$ cat src/rtl/pio_cmd_bridge_pkg.sv
// Shared encodings for the HPS PIO command bridge: opcodes, FSM states and
// bit positions inside the command and status words.
package pio_bridge_pkg;

  typedef enum logic [2:0] {
    OP_NOP      = 3'd0,
    OP_WRITE    = 3'd1,
    OP_READ     = 3'd2,
    OP_START    = 3'd3,
    OP_SET_MODE = 3'd4,
    OP_CLEAR    = 3'd5
  } opcode_e;

  typedef enum logic [1:0] {
    S_IDLE,
    S_EXEC,
    S_WAIT,
    S_ACK
  } state_e;

  localparam int REQ_BIT  = 31;
  localparam int OP_MSB   = 30;
  localparam int OP_LSB   = 28;
  localparam int ADDR_LSB = 8;
  localparam int DATA_MSB = 7;
  localparam int DATA_LSB = 0;

  localparam int ACK_BIT  = 31;
  localparam int BUSY_BIT = 30;
  localparam int DONE_BIT = 29;
  localparam int ERR_BIT  = 28;

endpackage

$ cat src/rtl/pio_cmd_bridge.sv
// Decodes toggle-handshaked HPS PIO commands into image writes, result reads
// and edge-filter control; returns ack/busy/done/err/read-data on the status PIO.
module pio_cmd_bridge
  import pio_bridge_pkg::*;
#(
  parameter int ADDR_W = 17,
  parameter int NPIX   = 76800,
  parameter int RD_LAT = 2
) (
  input  logic              clk_clk,
  input  logic              reset_reset_n,
  input  logic [31:0]       pio_cmd,
  output logic [31:0]       pio_status,
  output logic              mem_we,
  output logic [ADDR_W-1:0] mem_addr,
  output logic [7:0]        mem_wdata,
  output logic              res_re,
  output logic [ADDR_W-1:0] res_addr,
  input  logic [7:0]        res_rdata,
  output logic              filt_start,
  output logic [1:0]        filt_mode,
  input  logic              filt_busy,
  input  logic              filt_done
);

  localparam logic [2:0]      WAIT_LAST = 3'(RD_LAT - 1);
  localparam logic [ADDR_W:0] NPIX_W    = (ADDR_W+1)'(NPIX);

  state_e            state, state_nx;
  logic [31:0]       cmd_q;
  logic              ack_q, req_q, err_q, err_st, done_q, start_pend, busy;
  logic [2:0]        op_q, wcnt;
  logic [ADDR_W-1:0] addr_q;
  logic [7:0]        data_q, rdata_q, stat_data;
  logic              addr_ok, err_c, clr_done, mode_we;
  logic              unused_cmd;

  assign unused_cmd = ^cmd_q;
  assign busy       = filt_busy | start_pend;
  assign addr_ok    = ({1'b0, addr_q} < NPIX_W);
  assign mem_addr   = addr_q;
  assign mem_wdata  = data_q;
  assign res_addr   = addr_q;
  assign pio_status = {ack_q, busy, done_q, err_st, 20'b0, stat_data};

  always_comb begin
    state_nx   = state;
    err_c      = 1'b0;
    mem_we     = 1'b0;
    res_re     = 1'b0;
    filt_start = 1'b0;
    mode_we    = 1'b0;
    clr_done   = 1'b0;
    case (state)
      S_IDLE: if (cmd_q[REQ_BIT] != ack_q) state_nx = S_EXEC;
      S_EXEC: begin
        state_nx = S_ACK;
        case (op_q)
          OP_NOP:      ;
          OP_WRITE:    if (addr_ok && !busy) mem_we = 1'b1; else err_c = 1'b1;
          OP_READ:     if (addr_ok && !busy) begin
                         res_re   = 1'b1;
                         state_nx = S_WAIT;
                       end else err_c = 1'b1;
          OP_START:    if (!busy) begin
                         filt_start = 1'b1;
                         clr_done   = 1'b1;
                       end else err_c = 1'b1;
          OP_SET_MODE: if (!busy) mode_we = 1'b1; else err_c = 1'b1;
          OP_CLEAR:    clr_done = 1'b1;
          default:     err_c = 1'b1;
        endcase
      end
      S_WAIT: if (wcnt == WAIT_LAST) state_nx = S_ACK;
      S_ACK:  state_nx = S_IDLE;
      default: state_nx = S_IDLE;
    endcase
  end

  always_ff @(posedge clk_clk or negedge reset_reset_n) begin
    if (!reset_reset_n) begin
      state      <= S_IDLE;
      cmd_q      <= '0;
      ack_q      <= 1'b0;
      req_q      <= 1'b0;
      err_q      <= 1'b0;
      err_st     <= 1'b0;
      op_q       <= '0;
      addr_q     <= '0;
      data_q     <= '0;
      rdata_q    <= '0;
      stat_data  <= '0;
      wcnt       <= '0;
      start_pend <= 1'b0;
      done_q     <= 1'b0;
      filt_mode  <= '0;
    end else begin
      state <= state_nx;
      cmd_q <= pio_cmd;
      // Fields are frozen here so pio_cmd may change freely until ACK.
      if (state == S_IDLE && state_nx == S_EXEC) begin
        req_q  <= cmd_q[REQ_BIT];
        op_q   <= cmd_q[OP_MSB:OP_LSB];
        addr_q <= cmd_q[ADDR_LSB+ADDR_W-1:ADDR_LSB];
        data_q <= cmd_q[DATA_MSB:DATA_LSB];
      end
      if (state == S_EXEC) begin
        err_q <= err_c;
        wcnt  <= '0;
      end
      if (state == S_WAIT) begin
        wcnt <= wcnt + 3'd1;
        if (wcnt == WAIT_LAST) rdata_q <= res_rdata;
      end
      if (state == S_ACK) begin
        ack_q     <= req_q;
        err_st    <= err_q;
        stat_data <= rdata_q;
      end
      // start_pend bridges the gap until the filter raises busy.
      if (filt_start)                  start_pend <= 1'b1;
      else if (filt_busy || filt_done) start_pend <= 1'b0;
      if (filt_done)     done_q <= 1'b1;
      else if (clr_done) done_q <= 1'b0;
      if (mode_we) filt_mode <= data_q[1:0];
    end
  end

endmodule

$ cat config.mk
export PLATFORM = sky130hd
export DESIGN_NAME = pio_cmd_bridge
export DESIGN_NICKNAME = d
export VERILOG_FILES = /design/src/rtl/pio_cmd_bridge_pkg.sv /design/src/rtl/pio_cmd_bridge.sv
export SDC_FILE = /design/constraint.sdc
export NUM_CORES = 1
export LEC_CHECK = 0
export BUFFER_PORTS_ARGS = -buffer_cell sky130_fd_sc_hd__buf_2
export CORE_MARGIN = 2
export CORE_UTILIZATION = 53
export DETAILED_ROUTE_END_ITERATION = 12
export GPL_TIMING_DRIVEN = 0
export PLACE_DENSITY = 0.81
export SETUP_SLACK_MARGIN = 0.2
export SYNTH_ARGS = -nofsm -noshare
export SYNTH_HDL_FRONTEND = slang
export SYNTH_SLANG_ARGS = --single-unit
export TNS_END_PERCENT = 50
$ cat constraint.sdc
create_clock -name clk_clk -period 5.85 [get_ports clk_clk]
set_input_delay 0 -clock clk_clk [delete_from_list [all_inputs] [get_ports clk_clk]]
set_output_delay 0 -clock clk_clk [all_outputs]
set_load 0.01 [all_outputs]
## Word level (Yosys, flattened, before mapping)

Index checks and enable logic that the tools add are counted.

- Input port bits: 44
- Memory bits (writable): 0
- Bits in registers: 89
- Bits in latches: 0
- Output and inout port bits: 79
- Bits in read-only memories: 0
- Memories: 0

- Bitwise logic cells: 1
- Reductions and logical operators: 13
- Muxes and demuxes: 26
- Div/mod/pow operators: 0
- Add/subtract/negate cells: 1
- Order comparisons: 1
- Multipliers: 0
- Shifts and indexed selects: 0
- Equal/unequal tests: 11

Operators with widths:

| operator | count |
|---|---|
| $mux 1 | 19 |
| $lt 17x17->1 const B | 1 |
| $pmux 2 s4 | 1 |
| $eq 3x1->1 const B | 2 |
| $eq 3x2->1 const B | 2 |
| $eq 3x3->1 const B | 2 |
| $mux 3 | 2 |
| $reduce_bool 2->1 | 3 |
| $reduce_or 2->1 | 3 |
| $eq 2x1->1 const B | 2 |
| $eq 2x2->1 const B | 2 |
| $mux 2 | 2 |
| $add 3x1->3 const B | 1 |
| $logic_not 3->1 | 1 |
| $pmux 1 s3 | 1 |
| $logic_and 1x1->1 | 2 |
| $logic_not 2->1 | 1 |
| $pmux 1 s2 | 1 |
| $reduce_and 2->1 | 1 |
| $logic_not 1->1 | 1 |
| $logic_or 1x1->1 | 1 |
| $ne 1x1->1 | 1 |
| $or 1x1->1 | 1 |

## Longest topological paths before layout

- Depth after elaboration: 8
- Depth in mapped cells: 6
- Depth with buffers taken out: 6

## Worst setup path after synthesis

No wires, ideal clock.

- Path type: register to register
- Start: register state[0]
- End: register addr_q[12], in the netlist mem_addr[12]
- Arrival time: 1.800 ns
- Required time: 5.725 ns
- Path slack: 3.925 ns
- Clock period less this slack: 1.925 ns
- Library setup time: 0.125 ns
- Cell stages (with the launch flop): 7
- Path through: dfrtp_1 > inv_1 > ha_1 > or3b_1 > buf_6 > buf_6 > mux2_4

- Longest elaborated chain between the ends: 4
- Elaborated cells between the ends (all ways): 9

Ends and longest elaborated chain:

| element | line | text |
|---|---|---|
| start, declared | pio_cmd_bridge.sv:29 | `state_e state, state_nx;` |
| start signal, assigned | pio_cmd_bridge.sv:98 | `state <= state_nx;` |
| $eq 2x2->1, or another cell as far along | pio_cmd_bridge.sv:54 | `case (state)` |
| $pmux 2 s4 (*) | pio_cmd_bridge.sv:54 |  |
| via state_nx[1] | pio_cmd_bridge.sv:29 |  |
| $eq 2x1->1 (*) | pio_cmd_bridge.sv:101 | `if (state == S_IDLE && state_nx == S_EXEC) begin` |
| $logic_and 1x1->1 (*) | pio_cmd_bridge.sv:101 |  |
| end signal, assigned | pio_cmd_bridge.sv:104 | `addr_q <= cmd_q[ADDR_LSB+ADDR_W-1:ADDR_LSB];` |
| end, declared | pio_cmd_bridge.sv:33 | `logic [ADDR_W-1:0] addr_q;` |

The timed path passes the listed nets; every way through them passes the cells marked *.
A chain may end at the register's enable or synchronous reset.

## Worst setup path in the final report

- Start: register state[0]
- End: register req_q

- Longest elaborated chain between the ends: 4
- Elaborated cells between the ends (all ways): 9

Ends and longest elaborated chain:

| element | line | text |
|---|---|---|
| $eq 2x2->1, or another cell as far along | pio_cmd_bridge.sv:54 |  |
| $pmux 2 s4 (*) | pio_cmd_bridge.sv:54 |  |
| via state_nx[1] | pio_cmd_bridge.sv:29 |  |
| $eq 2x1->1 (*) | pio_cmd_bridge.sv:101 |  |
| $logic_and 1x1->1 (*) | pio_cmd_bridge.sv:101 |  |
| end signal, assigned | pio_cmd_bridge.sv:102 | `req_q <= cmd_q[REQ_BIT];` |
| end, declared | pio_cmd_bridge.sv:31 | `logic ack_q, req_q, err_q, err_st, done_q, start_pend, busy;` |

Marks and branches as above.

==> out/metrics.cfg <==
[logic_synthesis]
synth-seq-area-share_pct=62.7
avgSynthCellArea_um2=14.4
postSynthCellCount=238
synth-seq-cells=86
synth-simple-area-share_pct=3.79
synth_top_family_by_area=multiplexers
synth-edff-count=0
synth_ff_type=dfrtp_1
netlist_area_mm2=0.00343
synth_xor_area_share_pct=0.510
async_flop_share_pct=100
synth.distinct_cells=31
synth_mux_area_share_pct=17.4
synth_fa_ha_area_share_pct=2.19
synth_compound_area_share_pct=2.66
synth_warnings=0

[setup_path]
r2r_slack_ps=3720
slowest_delay_ps=460
path_common_cell=buf_6
path_max_fanout=10
worst_ep_required_time_ps=6090
worst_setup_path_start_kind=register
r2r-start=state[0]
end_kind=register
slowest_stage=or3b_1
critical_path_class=register to register
cp_cell_sequence=inv_1 -> ha_1 -> or3b_1 -> buf_6 -> buf_6 -> mux2_4
reg2reg_depth=6
cp_data_arrival_time_ps=2360
r2r-end=req_q

[cts]
cts-root-buf=clkbuf_8
clock_sinks=86
cts.clk_slew.worst_paths_ps=80
cts-buffers-inserted=9
cts_tree=yes
htreeDepth=3
post_cts_resize_count=0
clockBufferDepth=2
clk_latency_ps=350

[sta]
whs_ps=93.3
skew_ps=9.14
finalHoldViolCount=0
tns_ps=0
timing.final.max_slew_violations=0
rsz0062_at_grt=no
fmax_mhz=470
max_slew_margin_pct=58.5
setup_violations=0
fin_crit_ps=2130
post-route-period-util_pct=36.4
worst_slew_pin_slew_ps=623

[grt]
grt_util_all_layers_pct=22.1
grt_pass1_vias=2405
grt_pass1_wl_mm=11.9
grt.overflow.total=0
antenna_found_initial=0
grt_max_degree=68

[die]
die_w_um=84.5
initial_core_util_pct=54.4
rows=29
core_area_mm2=0.00631
pin_count=123
die_area_mm2=0.00714
die_h_um=84.5

[route]
drtIter0Drc=75
drtPass1Iterations=4
avgRoutedWirePerCell_um=15.2
antenna_left=0
via_count=2280
wl_mm=7.46
drc=0
viasPerCell=4.64

[power]
peakVddDrop_mv=0.341
cellLeakagePower_nw=2.40
power_mw=2.37
power.density_mw_per_mm2=500

[final_layout]
fill_cells=410
area_growth_pct=38.0
fin_nets=459
diodes=0
drive_gt1_share_pct=50.2
fin_area_mm2=0.00474
fin_cells=491

[placement]
placed_area_mm2=0.00413
dp.cells=434
gp_congestion=0.819
io_buffers=99
dp_hpwl_mm=4.35

[status]
status=finished clean

[hold_path]
hp-class=input port to async pin

[flow_run]
drv_cap=0

-- cell families after synthesis --
| logic type | after synthesis |
|---|---|
| flip-flops | 86 |
| buffers and inverters | 52 |
| multiplexers | 50 |
| AND/OR/NAND/NOR | 26 |
| AO/OA/AOI/OAI | 15 |
| adder cells (fa/ha/maj) | 6 |
| XOR/XNOR | 2 |
| other | 1 |
-- timing repair --
item / CTS / global route
endpoints found under the hold margin: 125 / 0
hold buffers: 41 / 0
setup endpoints to repair: 0 / 0
setup buffers: 0 / 0
-- cells in the mapped netlist (2+ instances only) --
master / count / share of area, %
mux2_2: 39 / 13
buf_4: 41 / 9.0
nor2b_1: 2 / 0.36
nor2_1: 6 / 0.66
buf_6: 2 / 0.66
a21oi_1: 3 / 0.44
nand2_1: 8 / 0.87
nor3_1: 2 / 0.29
dfrtp_1: 86 / 63
ha_1: 6 / 2.2
inv_1: 7 / 0.77
nand2b_1: 2 / 0.36
o21a_1: 2 / 0.44
mux2_4: 10 / 4.4
nor4_1: 2 / 0.36
o21ai_0: 5 / 0.73
-- critical path, delay by kind of cell (launching register included) --
family / cells / cell delay (ps)
adder cells (fa/ha/maj): 1 / 390
buffers and inverters: 3 / 430
flip-flops: 1 / 420
multiplexers: 1 / 300
AND/OR/NAND/NOR: 1 / 460
-- layout make-up --
class | instances | area [um2] | area share, %
repair buffers | 141 | 936 | 19.8
plain buffers | 45 | 339 | 7.16
clock buffers | 11 | 141 | 2.98
multi-input cells | 119 | 988 | 20.9
inverters | 7 | 26.3 | 0.555
clock inverters | 5 | 58.8 | 1.24
well taps | 77 | 96.3 | 2.03
flip-flops and latches | 86 | 2150 | 45.4
-- flip-flops by register name (all words and copies together), names as in the netlist --
name and count:
op_q 3, start_pend 1, done_q 1, err_st 1, mem_wdata 8, stat_data 8
wcnt 3, ack_q 1, state 2, filt_mode 2, cmd_q 29, mem_addr 17
rdata_q 8, req_q 1, err_q 1
-- per-layer routing --
metal	track usage [%]	wire length [um]
met1	25.4	2940
met2	38.3	3800
met3	6.59	513
met4	9.96	208
met5	0	0
-- worst max path at each step --
stage | from | endpoint | slack, ps | cells past startpoint
floorplan | state[0] | mem_addr[12] | 3930 | 6
global placement | state[0] | mem_wdata[7] | 3770 | 6
detailed placement | state[0] | mem_addr[15] | 3750 | 6
CTS | state[0] | mem_addr[12] | 3720 | 6
global route | state[0] | req_q | 3630 | 6
finish | state[0] | req_q | 3720 | 6
-- cell usage in the layout, fill, tap and decap left out, types with 2 or more instances in the layout --
cell type and count:
buf_6 2, clkbuf_1 2, a21oi_1 3, o21a_1 2, ha_1 6, mux2_2 39, dlygate4sd3_1 41, dfrtp_1 86
nor2b_1 2, clkinvlp_4 2, buf_4 42, nor2_1 6, nor4_1 2, nor3_1 2, nand2_1 8, nand2b_1 2
clkbuf_8 10, inv_1 7, buf_2 99, mux2_4 10, o21ai_0 5, conb_1 20
-- through the flow --
| stage | util, % | worst slack [ps] |
|---|---|---|
| floorplan | - | 3930 |
| global placement | 64.9 | 3770 |
| detailed placement | 65.4 | 3750 |
| CTS | 75.0 | 3720 |
| global route | 75.0 | 3630 |
| finish | 75.0 | 3720 |
-- where the power goes --
part / internal [mW] / switching [mW] / leakage, nW / total [mW]
clock: 0.209 / 0.206 / 0.0955 / 0.415
sequential: 0.801 / 0.157 / 1.02 / 0.958
combinational: 0.556 / 0.439 / 1.29 / 0.995
(Power assumes the default switching activity.)
